## config.mk

```make
export PLATFORM = sky130hd
export DESIGN_NAME = move_gen_sequencer_flat
export DESIGN_NICKNAME = d
export VERILOG_FILES = /design/src/rtl/move_gen_sequencer_pkg.sv /design/src/rtl/move_gen_sequencer_if.sv /design/src/rtl/move_gen_sequencer_best_move_tracker.sv /design/src/rtl/move_gen_sequencer.sv /design/src/flat_wrapper.sv
export SDC_FILE = /design/constraint.sdc
export NUM_CORES = 1
export LEC_CHECK = 0
export BUFFER_PORTS_ARGS = -buffer_cell sky130_fd_sc_hd__clkbuf_2
export CORE_MARGIN = 4
export CORE_UTILIZATION = 31
export DETAILED_ROUTE_END_ITERATION = 16
export HOLD_SLACK_MARGIN = 0.06
export PLACE_DENSITY_LB_ADDON = 0.08
export SLEW_MARGIN = 25
export SYNTH_ARGS = -nofsm -noshare
export SYNTH_HDL_FRONTEND = slang
export SYNTH_SLANG_ARGS = --single-unit
```

## constraint.sdc

```tcl
create_clock -name clk -period 2 [get_ports clk]
set_input_delay 0.2 -clock clk [delete_from_list [all_inputs] [get_ports clk]]
set_output_delay 0.2 -clock clk [all_outputs]
set_load 0.01 [all_outputs]
```

## src/rtl/move_gen_sequencer_pkg.sv

```systemverilog
// Shared definitions for the move-generation sequencer: mode codes, piece codes,
// FSM states and the pawn-promotion helper.
package move_gen_sequencer_pkg;

  localparam int unsigned ScoreW   = 8;
  localparam int unsigned NumDirs  = 16;
  localparam int unsigned CandLat  = 2;
  localparam int unsigned ColorBit = 5;
  localparam int unsigned LastSq   = 63;

  localparam logic [4:0] PieceEmpty  = 5'd0;
  localparam logic [4:0] PiecePawn   = 5'd1;
  localparam logic [4:0] PieceKnight = 5'd2;

  typedef enum logic [1:0] {
    ModeInit    = 2'b00,
    ModeQuiet   = 2'b01,
    ModeCapture = 2'b10,
    ModePromote = 2'b11
  } mode_e;

  typedef enum logic [2:0] {
    StIdle,
    StFetch,
    StDecode,
    StEmit,
    StDrain,
    StDone
  } state_e;

  // A pawn one step from the far rank promotes on its quiet pass.
  function automatic logic is_promote(input logic [4:0] ptype, input logic [5:0] pos,
                                      input logic color);
    logic [2:0] rank;
    rank = pos[5:3];
    return (ptype == PiecePawn) && (color ? (rank == 3'd1) : (rank == 3'd6));
  endfunction

endpackage

```

## src/rtl/move_gen_sequencer_if.sv

```systemverilog
// Board-read, transmitter-drive and scored-candidate signals of the sequencer.
// master = sequencer side, slave = board memory / transmitter / scoring side.
interface move_gen_sequencer_if #(
  parameter int unsigned ScoreW = 8
);

  logic [5:0]        brd_addr;
  logic [5:0]        brd_piece;
  logic [1:0]        mode;
  logic              mask;
  logic [5:0]        piece_reg;
  logic [5:0]        pos_reg;
  logic [3:0]        dir_sel;
  logic              tx_valid;
  logic              cand_valid;
  logic [ScoreW-1:0] cand_score;
  logic [5:0]        cand_to;

  modport master (
    output brd_addr, mode, mask, piece_reg, pos_reg, dir_sel, tx_valid,
    input  brd_piece, cand_valid, cand_score, cand_to
  );

  modport slave (
    input  brd_addr, mode, mask, piece_reg, pos_reg, dir_sel, tx_valid,
    output brd_piece, cand_valid, cand_score, cand_to
  );

endinterface

```

## src/rtl/move_gen_sequencer_best_move_tracker.sv

```systemverilog
// Registered running maximum over scored candidates; ties go to the newer one.
module best_move_tracker #(
  parameter int unsigned ScoreW = 8
) (
  input  logic              clk,
  input  logic              rst_n,
  input  logic              clear_i,
  input  logic              upd_i,
  input  logic [ScoreW-1:0] score_i,
  input  logic [5:0]        from_i,
  input  logic [5:0]        to_i,
  output logic              valid_o,
  output logic [ScoreW-1:0] score_o,
  output logic [5:0]        from_o,
  output logic [5:0]        to_o
);

  logic              valid_q, valid_d;
  logic [ScoreW-1:0] score_q, score_d;
  logic [5:0]        from_q, from_d;
  logic [5:0]        to_q, to_d;

  always_comb begin
    valid_d = valid_q;
    score_d = score_q;
    from_d  = from_q;
    to_d    = to_q;
    if (clear_i) begin
      valid_d = 1'b0;
      score_d = '0;
      from_d  = '0;
      to_d    = '0;
    end else if (upd_i && (!valid_q || score_i >= score_q)) begin
      valid_d = 1'b1;
      score_d = score_i;
      from_d  = from_i;
      to_d    = to_i;
    end
  end

  always_ff @(posedge clk or negedge rst_n) begin
    if (!rst_n) begin
      valid_q <= 1'b0;
      score_q <= '0;
      from_q  <= '0;
      to_q    <= '0;
    end else begin
      valid_q <= valid_d;
      score_q <= score_d;
      from_q  <= from_d;
      to_q    <= to_d;
    end
  end

  assign valid_o = valid_q;
  assign score_o = score_q;
  assign from_o  = from_q;
  assign to_o    = to_q;

endmodule

```

## src/rtl/move_gen_sequencer.sv

```systemverilog
// Scans the board, drives the transmitter through capture and quiet/promote passes for
// each engine-coloured piece, and keeps the best returned candidate.
module move_gen_sequencer
  import move_gen_sequencer_pkg::*;
#(
  parameter int unsigned ScoreW  = move_gen_sequencer_pkg::ScoreW,
  parameter int unsigned NumDirs = move_gen_sequencer_pkg::NumDirs,
  parameter int unsigned CandLat = move_gen_sequencer_pkg::CandLat
) (
  input  logic                        clk,
  input  logic                        rst_n,
  input  logic                        start_i,
  input  logic                        engine_color_i,
  move_gen_sequencer_if.master        tx_if,
  output logic                        busy_o,
  output logic                        done_o,
  output logic                        best_valid_o,
  output logic [ScoreW-1:0]           best_score_o,
  output logic [5:0]                  best_from_o,
  output logic [5:0]                  best_to_o
);

  localparam int unsigned DrainW = (CandLat > 1) ? $clog2(CandLat) : 1;

  state_e            state_q, state_d;
  logic [5:0]        sq_q, sq_d;
  logic [3:0]        dir_q, dir_d;
  logic              pass_q, pass_d;
  logic              color_q, color_d;
  logic [5:0]        piece_q, piece_d;
  logic [5:0]        pos_q, pos_d;
  logic [DrainW-1:0] drain_q, drain_d;
  logic              clear_best;
  logic              emit;
  logic              own_piece;

  // Origin squares travel alongside tx_valid so late candidates get the right "from".
  logic [CandLat-1:0] org_vld_q;
  logic [5:0]         org_q [CandLat];
  logic [5:0]         cand_from;

  assign own_piece = (tx_if.brd_piece[4:0] != PieceEmpty) &&
                     (tx_if.brd_piece[ColorBit] == color_q);

  always_ff @(posedge clk or negedge rst_n) begin
    if (!rst_n) begin
      state_q <= StIdle;
      sq_q    <= '0;
      dir_q   <= '0;
      pass_q  <= 1'b0;
      color_q <= 1'b0;
      piece_q <= '0;
      pos_q   <= '0;
      drain_q <= '0;
    end else begin
      state_q <= state_d;
      sq_q    <= sq_d;
      dir_q   <= dir_d;
      pass_q  <= pass_d;
      color_q <= color_d;
      piece_q <= piece_d;
      pos_q   <= pos_d;
      drain_q <= drain_d;
    end
  end

  always_comb begin
    state_d    = state_q;
    sq_d       = sq_q;
    dir_d      = dir_q;
    pass_d     = pass_q;
    color_d    = color_q;
    piece_d    = piece_q;
    pos_d      = pos_q;
    drain_d    = drain_q;
    clear_best = 1'b0;
    unique case (state_q)
      StIdle: begin
        if (start_i) begin
          state_d    = StFetch;
          sq_d       = '0;
          color_d    = engine_color_i;
          clear_best = 1'b1;
        end
      end
      StFetch: state_d = StDecode;
      StDecode: begin
        if (own_piece) begin
          state_d = StEmit;
          piece_d = tx_if.brd_piece;
          pos_d   = sq_q;
          dir_d   = '0;
          pass_d  = 1'b0;
        end else if (sq_q == 6'(LastSq)) begin
          state_d = StDrain;
          drain_d = '0;
        end else begin
          state_d = StFetch;
          sq_d    = sq_q + 6'd1;
        end
      end
      StEmit: begin
        dir_d = dir_q + 4'd1;
        if (dir_q == 4'(NumDirs - 1)) begin
          dir_d  = '0;
          pass_d = ~pass_q;
          if (pass_q) begin
            if (sq_q == 6'(LastSq)) begin
              state_d = StDrain;
              drain_d = '0;
            end else begin
              state_d = StFetch;
              sq_d    = sq_q + 6'd1;
            end
          end
        end
      end
      StDrain: begin
        if (drain_q == DrainW'(CandLat - 1)) begin
          state_d = StDone;
        end else begin
          drain_d = drain_q + DrainW'(1);
        end
      end
      StDone:  state_d = StIdle;
      default: state_d = StIdle;
    endcase
  end

  assign emit = (state_q == StEmit);

  always_comb begin
    tx_if.tx_valid = 1'b0;
    tx_if.mode     = ModeInit;
    tx_if.mask     = 1'b0;
    tx_if.dir_sel  = '0;
    if (emit) begin
      tx_if.tx_valid = 1'b1;
      tx_if.dir_sel  = dir_q;
      tx_if.mask     = pass_q;
      if (!pass_q) begin
        tx_if.mode = ModeCapture;
      end else if (is_promote(piece_q[4:0], pos_q, color_q)) begin
        tx_if.mode = ModePromote;
      end else begin
        tx_if.mode = ModeQuiet;
      end
    end
  end

  assign tx_if.brd_addr  = sq_q;
  assign tx_if.piece_reg = piece_q;
  assign tx_if.pos_reg   = pos_q;
  assign busy_o          = (state_q != StIdle);
  assign done_o          = (state_q == StDone);

  always_ff @(posedge clk or negedge rst_n) begin
    if (!rst_n) begin
      org_vld_q <= '0;
      for (int k = 0; k < CandLat; k++) org_q[k] <= '0;
    end else begin
      org_vld_q[0] <= emit;
      org_q[0]     <= pos_q;
      for (int k = 1; k < CandLat; k++) begin
        org_vld_q[k] <= org_vld_q[k-1];
        org_q[k]     <= org_q[k-1];
      end
    end
  end

  // Newest emitting origin wins; with no recent emission fall back to the current piece.
  always_comb begin
    cand_from = pos_q;
    for (int k = CandLat - 1; k >= 0; k--) begin
      if (org_vld_q[k]) cand_from = org_q[k];
    end
  end

  best_move_tracker #(
    .ScoreW (ScoreW)
  ) u_best (
    .clk     (clk),
    .rst_n   (rst_n),
    .clear_i (clear_best),
    .upd_i   (tx_if.cand_valid && busy_o),
    .score_i (tx_if.cand_score),
    .from_i  (cand_from),
    .to_i    (tx_if.cand_to),
    .valid_o (best_valid_o),
    .score_o (best_score_o),
    .from_o  (best_from_o),
    .to_o    (best_to_o)
  );

endmodule

```

## src/flat_wrapper.sv

```systemverilog
// flat-port wrapper written by rule: the top's interface ports become plain ports
module move_gen_sequencer_flat import move_gen_sequencer_pkg::*;
#(
  parameter int unsigned ScoreW  = move_gen_sequencer_pkg::ScoreW,
  parameter int unsigned NumDirs = move_gen_sequencer_pkg::NumDirs,
  parameter int unsigned CandLat = move_gen_sequencer_pkg::CandLat
)
  (clk, rst_n, start_i, engine_color_i, busy_o, done_o, best_valid_o, best_score_o, best_from_o, best_to_o, tx_if_brd_addr, tx_if_mode, tx_if_mask, tx_if_piece_reg, tx_if_pos_reg, tx_if_dir_sel, tx_if_tx_valid, tx_if_brd_piece, tx_if_cand_valid, tx_if_cand_score, tx_if_cand_to);
  move_gen_sequencer_if #(.ScoreW(ScoreW)) tx_if_i ();
  input  logic clk;
  input  logic rst_n;
  input  logic start_i;
  input  logic engine_color_i;
  output logic busy_o;
  output logic done_o;
  output logic best_valid_o;
  output logic [ScoreW-1:0] best_score_o;
  output logic [5:0] best_from_o;
  output logic [5:0] best_to_o;
  output wire logic [$bits(tx_if_i.brd_addr)-1:0] tx_if_brd_addr;
  output wire logic [$bits(tx_if_i.mode)-1:0] tx_if_mode;
  output wire logic [$bits(tx_if_i.mask)-1:0] tx_if_mask;
  output wire logic [$bits(tx_if_i.piece_reg)-1:0] tx_if_piece_reg;
  output wire logic [$bits(tx_if_i.pos_reg)-1:0] tx_if_pos_reg;
  output wire logic [$bits(tx_if_i.dir_sel)-1:0] tx_if_dir_sel;
  output wire logic [$bits(tx_if_i.tx_valid)-1:0] tx_if_tx_valid;
  input wire logic [$bits(tx_if_i.brd_piece)-1:0] tx_if_brd_piece;
  input wire logic [$bits(tx_if_i.cand_valid)-1:0] tx_if_cand_valid;
  input wire logic [$bits(tx_if_i.cand_score)-1:0] tx_if_cand_score;
  input wire logic [$bits(tx_if_i.cand_to)-1:0] tx_if_cand_to;
  assign tx_if_brd_addr = tx_if_i.brd_addr;
  assign tx_if_mode = tx_if_i.mode;
  assign tx_if_mask = tx_if_i.mask;
  assign tx_if_piece_reg = tx_if_i.piece_reg;
  assign tx_if_pos_reg = tx_if_i.pos_reg;
  assign tx_if_dir_sel = tx_if_i.dir_sel;
  assign tx_if_tx_valid = tx_if_i.tx_valid;
  assign tx_if_i.brd_piece = tx_if_brd_piece;
  assign tx_if_i.cand_valid = tx_if_cand_valid;
  assign tx_if_i.cand_score = tx_if_cand_score;
  assign tx_if_i.cand_to = tx_if_cand_to;
  move_gen_sequencer #(.ScoreW(ScoreW), .NumDirs(NumDirs), .CandLat(CandLat)) u_core (.clk(clk), .rst_n(rst_n), .start_i(start_i), .engine_color_i(engine_color_i), .tx_if(tx_if_i), .busy_o(busy_o), .done_o(done_o), .best_valid_o(best_valid_o), .best_score_o(best_score_o), .best_from_o(best_from_o), .best_to_o(best_to_o));
endmodule
```

# Word level (Yosys, flattened, before mapping)

Index checks and enable logic that the tools add are counted.
Widths: inputs -> output; s select.

Add/subtract/negate cells: 3
Magnitude comparators: 1
Eq/ne operators: 17
Muxes and demuxes: 44
Bitwise operators: 1
Reduce and logical (&&, ||, !) cells: 20

Operators by type and width:

| kind                | number |
|---|---|
| $mux 6              | 11 |
| $mux 3              | 6 |
| $pmux 6 s3          | 1 |
| $mux 8              | 2 |
| $pmux 3 s5          | 1 |
| $mux 1              | 14 |
| $mux 4              | 3 |
| $eq 3x3->1 const B  | 3 |
| $reduce_bool 3->1   | 3 |
| $ge 8x8->1          | 1 |
| $pmux 4 s2          | 1 |
| $reduce_and 4->1    | 2 |
| $add 6x1->6 const B | 1 |
| $eq 3x1->1 const B  | 2 |
| $eq 3x2->1 const B  | 2 |
| $eq 6x6->1 const B  | 1 |
| $mux 2              | 3 |
| $ne 2x1->1 const B  | 3 |
| $ne 2x2->1 const B  | 3 |
| $reduce_and 2->1    | 3 |
| $eq 5x1->1 const B  | 1 |
| $reduce_and 5->1    | 1 |
| $reduce_bool 5->1   | 1 |
| $add 4x1->4 const B | 1 |
| other kinds (12)    | 16 |

Register bits: 63
Bits of input ports: 25
Output and inout port bits: 49
Logic and storage cells: 101

# Depth between registers and ports, before layout

Gate-level depths: netlist of the first run.

Word-level depth: 6
Mapped depth: 8
Gate-level depth less buffers: 7

# By module

Synthesis of the first run repeated with hierarchy kept, for this count alone.

Cells, all modules: 318
Area, all modules: 3228.1 µm²

By module, submodules not included:

| module             | instances | cells an instance | area an instance (µm²) | seq. area each (µm²) |
|---|---|---|---|---|
| move_gen_sequencer | 1         | 199               | 1981.9                 | 1051.0 |
| best_move_tracker  | 1         | 119               | 1246.2                 | 525.5 |

# Worst setup path after synthesis of the first run

No wires, ideal clock.

Kind: reg-to-reg
Start: reg u_core.u_best.score_q[3] (netlist: u_core.u_best.score_o[3])
End: reg u_core.u_best.score_q[1] (netlist: u_core.u_best.score_o[1])
Setup time: 0.125 ns
Arrival: 2.020 ns
Required time: 1.875 ns
Setup slack: -0.144 ns
Stages on the path, launching flop included: 9
Path buffers: 1
Period minus slack after synthesis: 2.144 ns
Cell sequence: dfrtp_1 > inv_1 > ha_1 > o21a_1 > nor2_1 > or4_1 > a21oi_1 > buf_2 > mux2_2

Cells in the longest elaborated chain, start to end: 4

RTL lines:

| element                            | line                                       | RTL |
|---|---|---|
| from (decl)                        | move_gen_sequencer_best_move_tracker.sv:19 | `logic [ScoreW-1:0] score_q, score_d;` |
| from (signal assigned)             | move_gen_sequencer_best_move_tracker.sv:49 | `score_q <= score_d;` |
| $ge 8x8->1                         | move_gen_sequencer_best_move_tracker.sv:33 | `end else if (upd_i && (!valid_q \|\| score_i >= score_q)) begin` |
| $logic_or 1x1->1                   | move_gen_sequencer_best_move_tracker.sv:33 |  |
| $logic_and 1x1->1                  | move_gen_sequencer_best_move_tracker.sv:33 |  |
| $reduce_bool 2->1 (no source line) | --                                         |  |

Every way passes these cells.
A chain may end at the register's enable or synchronous reset.

# Worst setup path after layout of the first run

Start: reg u_core.u_best.score_q[2] (netlist: u_core.u_best.score_o[2])
End: reg u_core.u_best.from_q[2] (netlist: u_core.u_best.from_o[2])

Cells in the longest elaborated chain, start to end: 4

RTL lines:

| element                            | line                                       | RTL |
|---|---|---|
| $ge 8x8->1                         | move_gen_sequencer_best_move_tracker.sv:33 |  |
| $logic_or 1x1->1                   | move_gen_sequencer_best_move_tracker.sv:33 |  |
| $logic_and 1x1->1                  | move_gen_sequencer_best_move_tracker.sv:33 |  |
| $reduce_bool 2->1 (no source line) | --                                         |  |
| to (signal assigned)               | move_gen_sequencer_best_move_tracker.sv:50 | `from_q <= from_d;` |
| to (decl)                          | move_gen_sequencer_best_move_tracker.sv:20 | `logic [5:0] from_q, from_d;` |

Every way passes these cells.

==> results.cfg, run 1 <==
[timing]
fin_worst_skew_ps = 8.74
slew_violations = 0
finalSetupViolCount = 20
hold_viol_final = 0
worst_hold_slack_ps = 78.0
post-route-period-util_pct = 105
rsz0062_at_grt = true
fmax_mhz = 476
slew-limit-headroom_pct = 58.3
worst_slack_ps = -99.4
fin_crit_ps = 2100
worst_pin_slew_ps = 624

[drt]
drcViolationCount = 0
postRouteAntennaNets = 0
drt_iter0_markers = 64
num_vias = 2452
wire_per_inst_um = 14.0
drt_first_pass_iters = 4
viasPerCell = 4.67
totalWireLength_um = 7350

[synthesis]
ys.flop_type = dfrtp_1
syn_area_per_cell_um2 = 10.6
netlist_top_cells_count = dfrtp_1, nand2_1, nor2_1
syn-instance-count = 284
synth_top_area_share_pct = 52.5
ys_types = 42
async_flop_share_pct = 100
synth_seq_area_share_pct = 52.5
synthesis.area_mm2 = 0.00301
ys_top_cells_by_area = dfrtp_1, mux2_2, mux2i_1
yosysWarnings = 0
yosysTopAreaCell = dfrtp_1
synth_nets = 319
synth.most_common_cell = dfrtp_1
synth_seq_cells = 63
synth-edff-count = 0

[cts]
htreeDepth = 3
root_buffer = clkbuf_8
cts_made_buffers = 9
path_clk_slew_ps = 80
ctsLongestPathBuffers = 2
clk_latency_ps = 330
cts_tree = built
numClockSinks = 63

[cells_and_area]
multiInputGateArea_mm2 = 0.00138
drive_gt1_share_pct = 39.6
final_util_pct = 43.8
antenna_cells = 0
syn_to_final_growth_pct = 36.0
top_register = u_core.org_q
final_area_mm2 = 0.00409
nets = 426
fin_cells = 525
largest_reg_flops = 12
seq_area_mm2 = 0.00158
fill_cells = 943

[setup_path]
r2r_slack_ps = -100
criticalPathCategory = reg -> reg
crit_slowest_cell = or4_4
path_cells = inv_2 > ha_4 > o21a_1 > nor2_1 > or4_4 > a21oi_4 > buf_8 > clkbuf_16 > mux2i_1
crit_buf_inv = 3
worstPathArrival_ps = 2360
reg2regPathDepth = 9
setup.worst_path.end = u_core.u_best.from_o[2]$_DFFE_PN0P_
cp_max_fo = 7
worstSetupEndpointType = register
critPathRequiredTime_ps = 2260
reg2reg_to = u_core.u_best.from_o[2]$_DFFE_PN0P_
critical-path-top-delay-family = simple AND/OR/NAND/NOR gates
reg2reg_from = u_core.u_best.score_o[2]$_DFFE_PN0P_
slowest_delay_ps = 520
start_kind = register
crit_start = u_core.u_best.score_o[2]$_DFFE_PN0P_
path_depth = 9

[die]
ios = 74
dieArea_mm2 = 0.0113
dieWidth_um = 106
core_area_mm2 = 0.00933
row_count = 35
initial_core_util_pct = 32.2
die_h_um = 106

[global_route]
grt_pass1_wl_um = 12100
grt_max_degree = 64
groute.usage.overall_pct = 13.4
antenna_found_initial = 0
overflow = 0
grt_pass1_vias = 2422

[place]
portBuffers = 73
dp_hpwl_um = 5190
placed_area_mm2 = 0.00371
place_congestion = 0.790
dp.cells = 502

[power]
peakVddDrop_mv = 0.506
total_power_mw = 6.15
p_per_area_mw_per_mm2 = 1500
p_leak_nw = 2.02

[outcome]
violations = negative setup slack
status = finished with violations

[min_path]
hp-class = in -> reg

[run]
drv_cap = 0
[area by class of cell]
| type | instances | share of cell area [%] |
|---|---|---|
| clock inverter | 7 | 1.78 |
| inverter | 21 | 1.99 |
| multi-input combinational | 188 | 33.9 |
| sequential | 63 | 38.6 |
| tap | 129 | 3.95 |
| timing repair buffer | 108 | 16.8 |
| clock buffer | 9 | 3.03 |
[cells by family after synthesis]
family	Yosys count	share of synthesized area [%]
AND/OR/NAND/NOR	92	15.5
flip-flops	63	52.5
AO/OA/AOI/OAI	48	9.87
multiplexers	37	13.1
buffers and inverters	33	4.66
adder cells (fa/ha/maj)	10	4.16
XOR/XNOR	1	0.291
[worst min-delay path by stage]
| stage | endpoint | from | cells after the start | slack, ps |
|---|---|---|---|---|
| finish | u_core.u_best.to_o[4]$_DFFE_PN0P_ | tx_if_cand_to[4] | 3 | 80 |
| global placement | u_core.u_best.to_o[4]$_DFFE_PN0P_ | rst_n | 2 | 250 |
| detailed placement | u_core.u_best.to_o[4]$_DFFE_PN0P_ | rst_n | 2 | 250 |
| floorplan | u_core.color_q$_DFFE_PN0P_ | rst_n | 0 | -100 |
| CTS | u_core.u_best.to_o[5]$_DFFE_PN0P_ | tx_if_cand_to[5] | 3 | 60 |
| global route | u_core.u_best.to_o[5]$_DFFE_PN0P_ | tx_if_cand_to[5] | 3 | 80 |
[placed cells by master, fill, tap and decap left out, types with 2 or more instances in the layout]
| cell type | netlist | routed |
|---|---|---|
| dlygate4sd3_1 | 0 | 3 |
| clkbuf_8 | 0 | 9 |
| mux2_4 | 0 | 7 |
| clkinvlp_4 | 0 | 2 |
| clkbuf_2 | 0 | 73 |
| mux2i_1 | 19 | 19 |
| a21oi_1 | 15 | 13 |
| a2111oi_2 | 0 | 2 |
| a21o_1 | 4 | 4 |
| buf_4 | 2 | 28 |
| nand2_1 | 32 | 32 |
| and2_1 | 7 | 7 |
| nor4bb_1 | 2 | 2 |
| clkinv_2 | 0 | 2 |
| nand2b_1 | 2 | 2 |
| o21ai_0 | 16 | 16 |
| buf_12 | 0 | 2 |
| ha_1 | 10 | 7 |
| ha_4 | 0 | 3 |
| mux2_2 | 18 | 11 |
| dfrtp_2 | 0 | 2 |
| nand3_1 | 8 | 8 |
| inv_2 | 0 | 3 |
| nor2_1 | 23 | 23 |
| dfrtp_1 | 63 | 61 |
| nor3_1 | 5 | 5 |
| inv_1 | 20 | 17 |
| or3_1 | 3 | 3 |
[through the flow]
step                TNS [ps]  worst slack, ps
finish                 -1640            -99.4
global route           -4040             -229
CTS                    -1150            -94.2
detailed placement     -2130             -127
global placement        -993            -63.5
floorplan               -446            -60.1
[where the power goes]
group | total [mW] | internal, mW | switching, mW | leakage [nW]
clock | 1.10 | 0.577 | 0.524 | 0.0956
sequential | 2.16 | 1.77 | 0.389 | 0.787
combinational | 2.89 | 1.48 | 1.41 | 1.14
total | 6.15 | 3.83 | 2.32 | 2.02
[worst reg2reg max path: stages, from the launching register on]
cell and delay [ps]:
dfrtp_1 360, inv_2 60, ha_4 240, o21a_1 110
nor2_1 40, or4_4 520, a21oi_4 180, buf_8 170
clkbuf_16 170, mux2i_1 180
[metal layers]
layer  GRT usage, %  vias up  wire [um]
met4           4.93        0         85
met1           17.8     1202       3480
met3           2.79       10        234
met5              0        -          0
met2           21.7       37       3550
li1               -     1203          -
[repair_timing]
item | CTS | global route
gates resized for setup | 12 | 13
hold buffers | 3 | 0
buffers inserted | 1 | 2
gates cloned | 0 | 1
pin swaps | 0 | 7
endpoints found under the setup margin | 20 | 23
endpoints found under the hold margin | 65 | 0
No activity file was read; power rests on OpenSTA's default activity.
==> run 2, diff against run 1 <==
--- a/config.mk
+++ b/config.mk
@@ -11,6 +11,7 @@
 export DETAILED_ROUTE_END_ITERATION = 16
 export HOLD_SLACK_MARGIN = 0.06
 export PLACE_DENSITY_LB_ADDON = 0.08
+export RECOVER_POWER = 100
 export SLEW_MARGIN = 25
 export SYNTH_ARGS = -nofsm -noshare
 export SYNTH_HDL_FRONTEND = slang
==> constraint.sdc (replaced) <==
create_clock -name clk -period 2.1 [get_ports clk]
set_input_delay 0.21 -clock clk [delete_from_list [all_inputs] [get_ports clk]]
set_output_delay 0.21 -clock clk [all_outputs]
set_load 0.01 [all_outputs]
==> results.cfg, run 2 (same netlist as run 1, synthesis figures left out) <==
[power]
clkPwrFrac_pct = 21.0
seq_power_share_pct = 35.2
combPwrFrac_pct = 43.8
netSwitchingPower_mw = 2.20
total_power_mw = 5.81
p_leak_nw = 1.86
peakVddDrop_mv = 0.583
p_per_area_mw_per_mm2 = 1460
switching_share_pct = 37.8
intPower_mw = 3.62

[cts]
numClockSinks = 63
path_clk_slew_ps = 80
ctsLongestPathBuffers = 2
root_buffer = clkbuf_8
clk_latency_ps = 340
cts_tree = built
cts_made_buffers = 9
htreeDepth = 3

[drt]
totalWireLength_um = 7370
drt_first_pass_iters = 6
num_vias = 2402
viasPerCell = 4.59
postRouteAntennaNets = 0
drcViolationCount = 0
wire_per_inst_um = 14.1
drt_iter0_markers = 81

[timing]
worst_pin_slew_ps = 1450
tns_ps = -29.9
hold_viol_final = 0
rsz0062_at_grt = true
post-route-period-util_pct = 101
worst_slack_ps = -12.0
fmax_mhz = 473
slew_violations = 0
fin_worst_skew_ps = 9.56
finalSetupViolCount = 3
slew-limit-headroom_pct = 3.44
fin_crit_ps = 2110

[place]
place_congestion = 0.733
dp_hpwl_um = 5150
portBuffers = 73

[global_route]
antenna_found_initial = 0
grt_pass1_vias = 2360
groute.usage.overall_pct = 13.5
grt_pass1_wl_um = 12100
grt_max_degree = 64
overflow = 0

[setup_path]
cp_max_fo = 3
criticalPathCategory = reg -> reg
start_kind = register
worstPathArrival_ps = 2330
r2r_slack_ps = -10
worstSetupEndpointType = register
reg2reg_to = u_core.u_best.score_o[7]$_DFFE_PN0P_
reg2regPathDepth = 8
reg2reg_from = u_core.u_best.score_o[2]$_DFFE_PN0P_
critPathRequiredTime_ps = 2320

[cells_and_area]
top_register = u_core.org_q
nets = 424
largest_reg_flops = 12
final_util_pct = 42.7
final_cell_mix = dfrtp_1, clkbuf_1, clkbuf_2
syn_to_final_growth_pct = 32.7
antenna_cells = 0
layout_commonest_cell = dfrtp_1
drive_gt1_share_pct = 26.1
fill_cells = 946

[min_path]
whs_path_depth = 3
hp-class = in -> reg
hold_start = tx_if_cand_to[1]
worstHoldEndpoint = u_core.u_best.to_o[1]$_DFFE_PN0P_

[outcome]
violations = negative setup slack
status = finished with violations

[die]
ios = 74
die_h_um = 106
row_count = 35
core_area_mm2 = 0.00933
initial_core_util_pct = 32.2
dieWidth_um = 106
dieArea_mm2 = 0.0113

[run]
drv_cap = 0
[run 2: per-stage QoR]
| stage | setup WS, ps | cells | instance area [um^2] | hold slack [ps] |
|---|---|---|---|---|
| after global placement | -48.9 | 498 | 3680 | 264 |
| after CTS | -3.22 | 521 | 4000 | 64.3 |
| after detailed placement | -106 | 498 | 3680 | 262 |
| after floorplan | 3.52 | 284 | 3010 | -85.6 |
| after global routing | -106 | 523 | 3990 | 77.9 |
| final | -12.0 | 523 | 3990 | 87.7 |
[run 2: worst max-delay path, cell delays in order (launching register included)]
cell     delay (ps)
dfrtp_1         370
inv_2            60
ha_4            240
o21a_1          100
nor2_1           40
or4_4           520
a21oi_4         200
buf_4           150
mux2_2          320
[run 2: power by group through the flow]
stage	Clock, mW	Sequential [mW]	Combinational, mW
after global routing	1.31	2.13	2.85
after CTS	1.27	2.06	2.58
final	1.22	2.05	2.55
after global placement	0	2.07	2.45
after detailed placement	0	2.08	2.47
after floorplan	0	2.13	1.36
[run 2: routing by layer]
| layer | GRT usage [%] | share of wire, % | vias to the layer above |
|---|---|---|---|
| met1 | 18.2 | 47 | 1162 |
| met2 | 21.1 | 48 | 43 |
| met4 | 3.84 | 0.91 | 0 |
| li1 | - | - | 1193 |
| met5 | 0 | 0 | - |
| met3 | 4.13 | 3.9 | 4 |
[run 2: cell type report]
class	instances	area [um^2]	area share (%)
clock buffer	10	138	3.45
clock inverter	6	93.8	2.35
inverter	21	81.3	2.04
multi-input combinational	188	1350	33.7
sequential	63	1580	39.5
tap	129	161	4.05
timing repair buffer	106	592	14.8
[run 2: what timing repair did]
action | CTS | global route
endpoints found under the setup margin | 7 | 20
hold buffers | 3 | 0
hold endpoints to repair | 65 | 0
buffers inserted | 4 | 1
pin swaps | 1 | 3
cloned | 0 | 1
gates resized for setup | 3 | 8
[run 2: worst max path at each step]
stage | startpoint | to | cells after the start | slack [ps]
2_1_floorplan | u_core.u_best.score_o[3]$_DFFE_PN0P_ | u_core.u_best.score_o[1]$_DFFE_PN0P_ | 8 | 4
3_3_place_gp | u_core.u_best.score_o[3]$_DFFE_PN0P_ | u_core.u_best.score_o[5]$_DFFE_PN0P_ | 8 | -50
3_5_place_dp | u_core.u_best.score_o[3]$_DFFE_PN0P_ | u_core.u_best.score_o[4]$_DFFE_PN0P_ | 8 | -110
4_1_cts | u_core.u_best.score_o[2]$_DFFE_PN0P_ | u_core.u_best.score_o[7]$_DFFE_PN0P_ | 8 | -3
5_1_grt | u_core.u_best.score_o[2]$_DFFE_PN0P_ | u_core.u_best.to_o[5]$_DFFE_PN0P_ | 9 | -110
6_report | u_core.u_best.score_o[2]$_DFFE_PN0P_ | u_core.u_best.score_o[7]$_DFFE_PN0P_ | 8 | -10
==> run 3, diff against run 2 <==
==> constraint.sdc (replaced) <==
create_clock -name clk -period 2.3 [get_ports clk]
set_input_delay 0.23 -clock clk [delete_from_list [all_inputs] [get_ports clk]]
set_output_delay 0.23 -clock clk [all_outputs]
set_load 0.01 [all_outputs]
==> results.cfg, run 3 (same netlist as run 1, synthesis figures left out) <==
[timing]
slew_violations = 0
hold_viol_final = 0
fin_crit_ps = 2170
post-route-period-util_pct = 94.2
fmax_mhz = 461
worst_pin_slew_ps = 1320
rsz0062_at_grt = false
fin_worst_skew_ps = 7.29
slew-limit-headroom_pct = 11.7
worst_hold_slack_ps = 80.8
finalSetupViolCount = 0

[drt]
drt_first_pass_iters = 4
drt_iter0_markers = 45
wire_per_inst_um = 14.4
dr_wl_met2_um = 3410
viasPerCell = 4.61
met3_length_um = 272
drcViolationCount = 0
num_vias = 2323
totalWireLength_um = 7250
m1WireLength_um = 3460
highest_layer = met4
postRouteAntennaNets = 0

[global_route]
grt_max_degree = 29
groute.usage.overall_pct = 13.3
overflow = 0
antenna_found_initial = 0
grt_pass1_vias = 2338
grt_pass1_wl_um = 11800

[cells_and_area]
fin_cells = 504
syn_to_final_growth_pct = 24.8
largest_reg_flops = 12
top_register = u_core.org_q
layout_commonest_cell = dfrtp_1
nets = 405
final_util_pct = 40.2
final_cell_mix = dfrtp_1, clkbuf_1, nand2_1
antenna_cells = 0
drive_gt1_share_pct = 19.7

[outcome]
status = finished, final reports clean

[setup_path]
worstSetupEndpointType = register
r2r_slack_ps = 130
critPathRequiredTime_ps = 2520
criticalPathCategory = reg -> reg
worstPathArrival_ps = 2390
start_kind = register
cp_max_fo = 4
reg2regPathDepth = 7

[cts]
cts_made_buffers = 9
ctsLongestPathBuffers = 2
htreeDepth = 3
numClockSinks = 63
cts_tree = built
root_buffer = clkbuf_8
clk_latency_ps = 330
path_clk_slew_ps = 70

[place]
dp_hpwl_um = 5230
place_congestion = 0.736
portBuffers = 73
dp.cells = 485

[power]
p_per_area_mw_per_mm2 = 1320
total_power_mw = 4.97
peakVddDrop_mv = 0.433
p_leak_nw = 1.73

[die]
core_area_mm2 = 0.00933
row_count = 35
ios = 74
dieArea_mm2 = 0.0113
die_h_um = 106
dieWidth_um = 106
initial_core_util_pct = 32.2

[min_path]
whs_path_depth = 3
hp-class = in -> reg

[run]
drv_cap = 0
[run 3: path summary, 6_finish.rpt]
kind                                                      start                               endpoint
max                        u_core.u_best.score_o[0]$_DFFE_PN0P_   u_core.u_best.score_o[4]$_DFFE_PN0P_
min                                              engine_color_i             u_core.color_q$_DFFE_PN0P_
max reg2reg                u_core.u_best.score_o[0]$_DFFE_PN0P_   u_core.u_best.score_o[4]$_DFFE_PN0P_
min reg2reg                           u_core.org_q[8]$_DFF_PN0_              u_core.org_q[2]$_DFF_PN0_
max in group asynchronous                                 rst_n  u_core.tx_if.piece_reg[5]$_DFFE_PN0P_
min in group asynchronous                                 rst_n      u_core.u_best.to_o[4]$_DFFE_PN0P_
[run 3: critical path, stage by stage, from the launching register on]
cell and delay (ps):
dfrtp_1 390, ha_1 270, nand2b_1 100, a2111oi_0 110, or4_1 470, a21oi_4 180, buf_2 190, mux2_2 340
[run 3: cell type report]
cell class	count	area [um^2]
fill	974	5580
sequential	63	1580
multi-input combinational	188	1300
timing repair buffer	87	423
tap	129	161
clock buffer	10	128
clock inverter	6	85.1
inverter	21	81.3
[run 3: per-stage QoR]
| stage | TNS [ps] | setup slack [ps] | instance area (um^2) |
|---|---|---|---|
| 6_report | 0 | 133 | 3750 |
| 2_1_floorplan | 0 | 156 | 3010 |
| 5_1_grt | 0 | 8.11 | 3750 |
| 3_5_place_dp | -870 | -79.5 | 3570 |
| 4_1_cts | 0 | 58.4 | 3810 |
| 3_3_place_gp | -34.3 | -6.25 | 3570 |
[run 3: power breakdown]
group	leakage, nW	switching (mW)	internal (mW)
Clock	0.102	0.449	0.607
Sequential	0.789	0.387	1.53
Combinational	0.836	1.09	0.903
Total	1.73	1.92	3.04
[run 3: repair_timing]
item | CTS | global route
gates resized for setup | 3 | 3
pin swaps | 0 | 1
endpoints found under the setup margin | 13 | 13
endpoints found under the hold margin | 21 | 0
buffers inserted | 0 | 2
hold buffers | 1 | 0
gates cloned | 0 | 0
[run 3: layer usage]
layer	track usage, %	up-vias
met5	0	-
met4	4.84	0
met3	3.52	9
met2	20.8	40
met1	17.6	1118
li1	-	1156
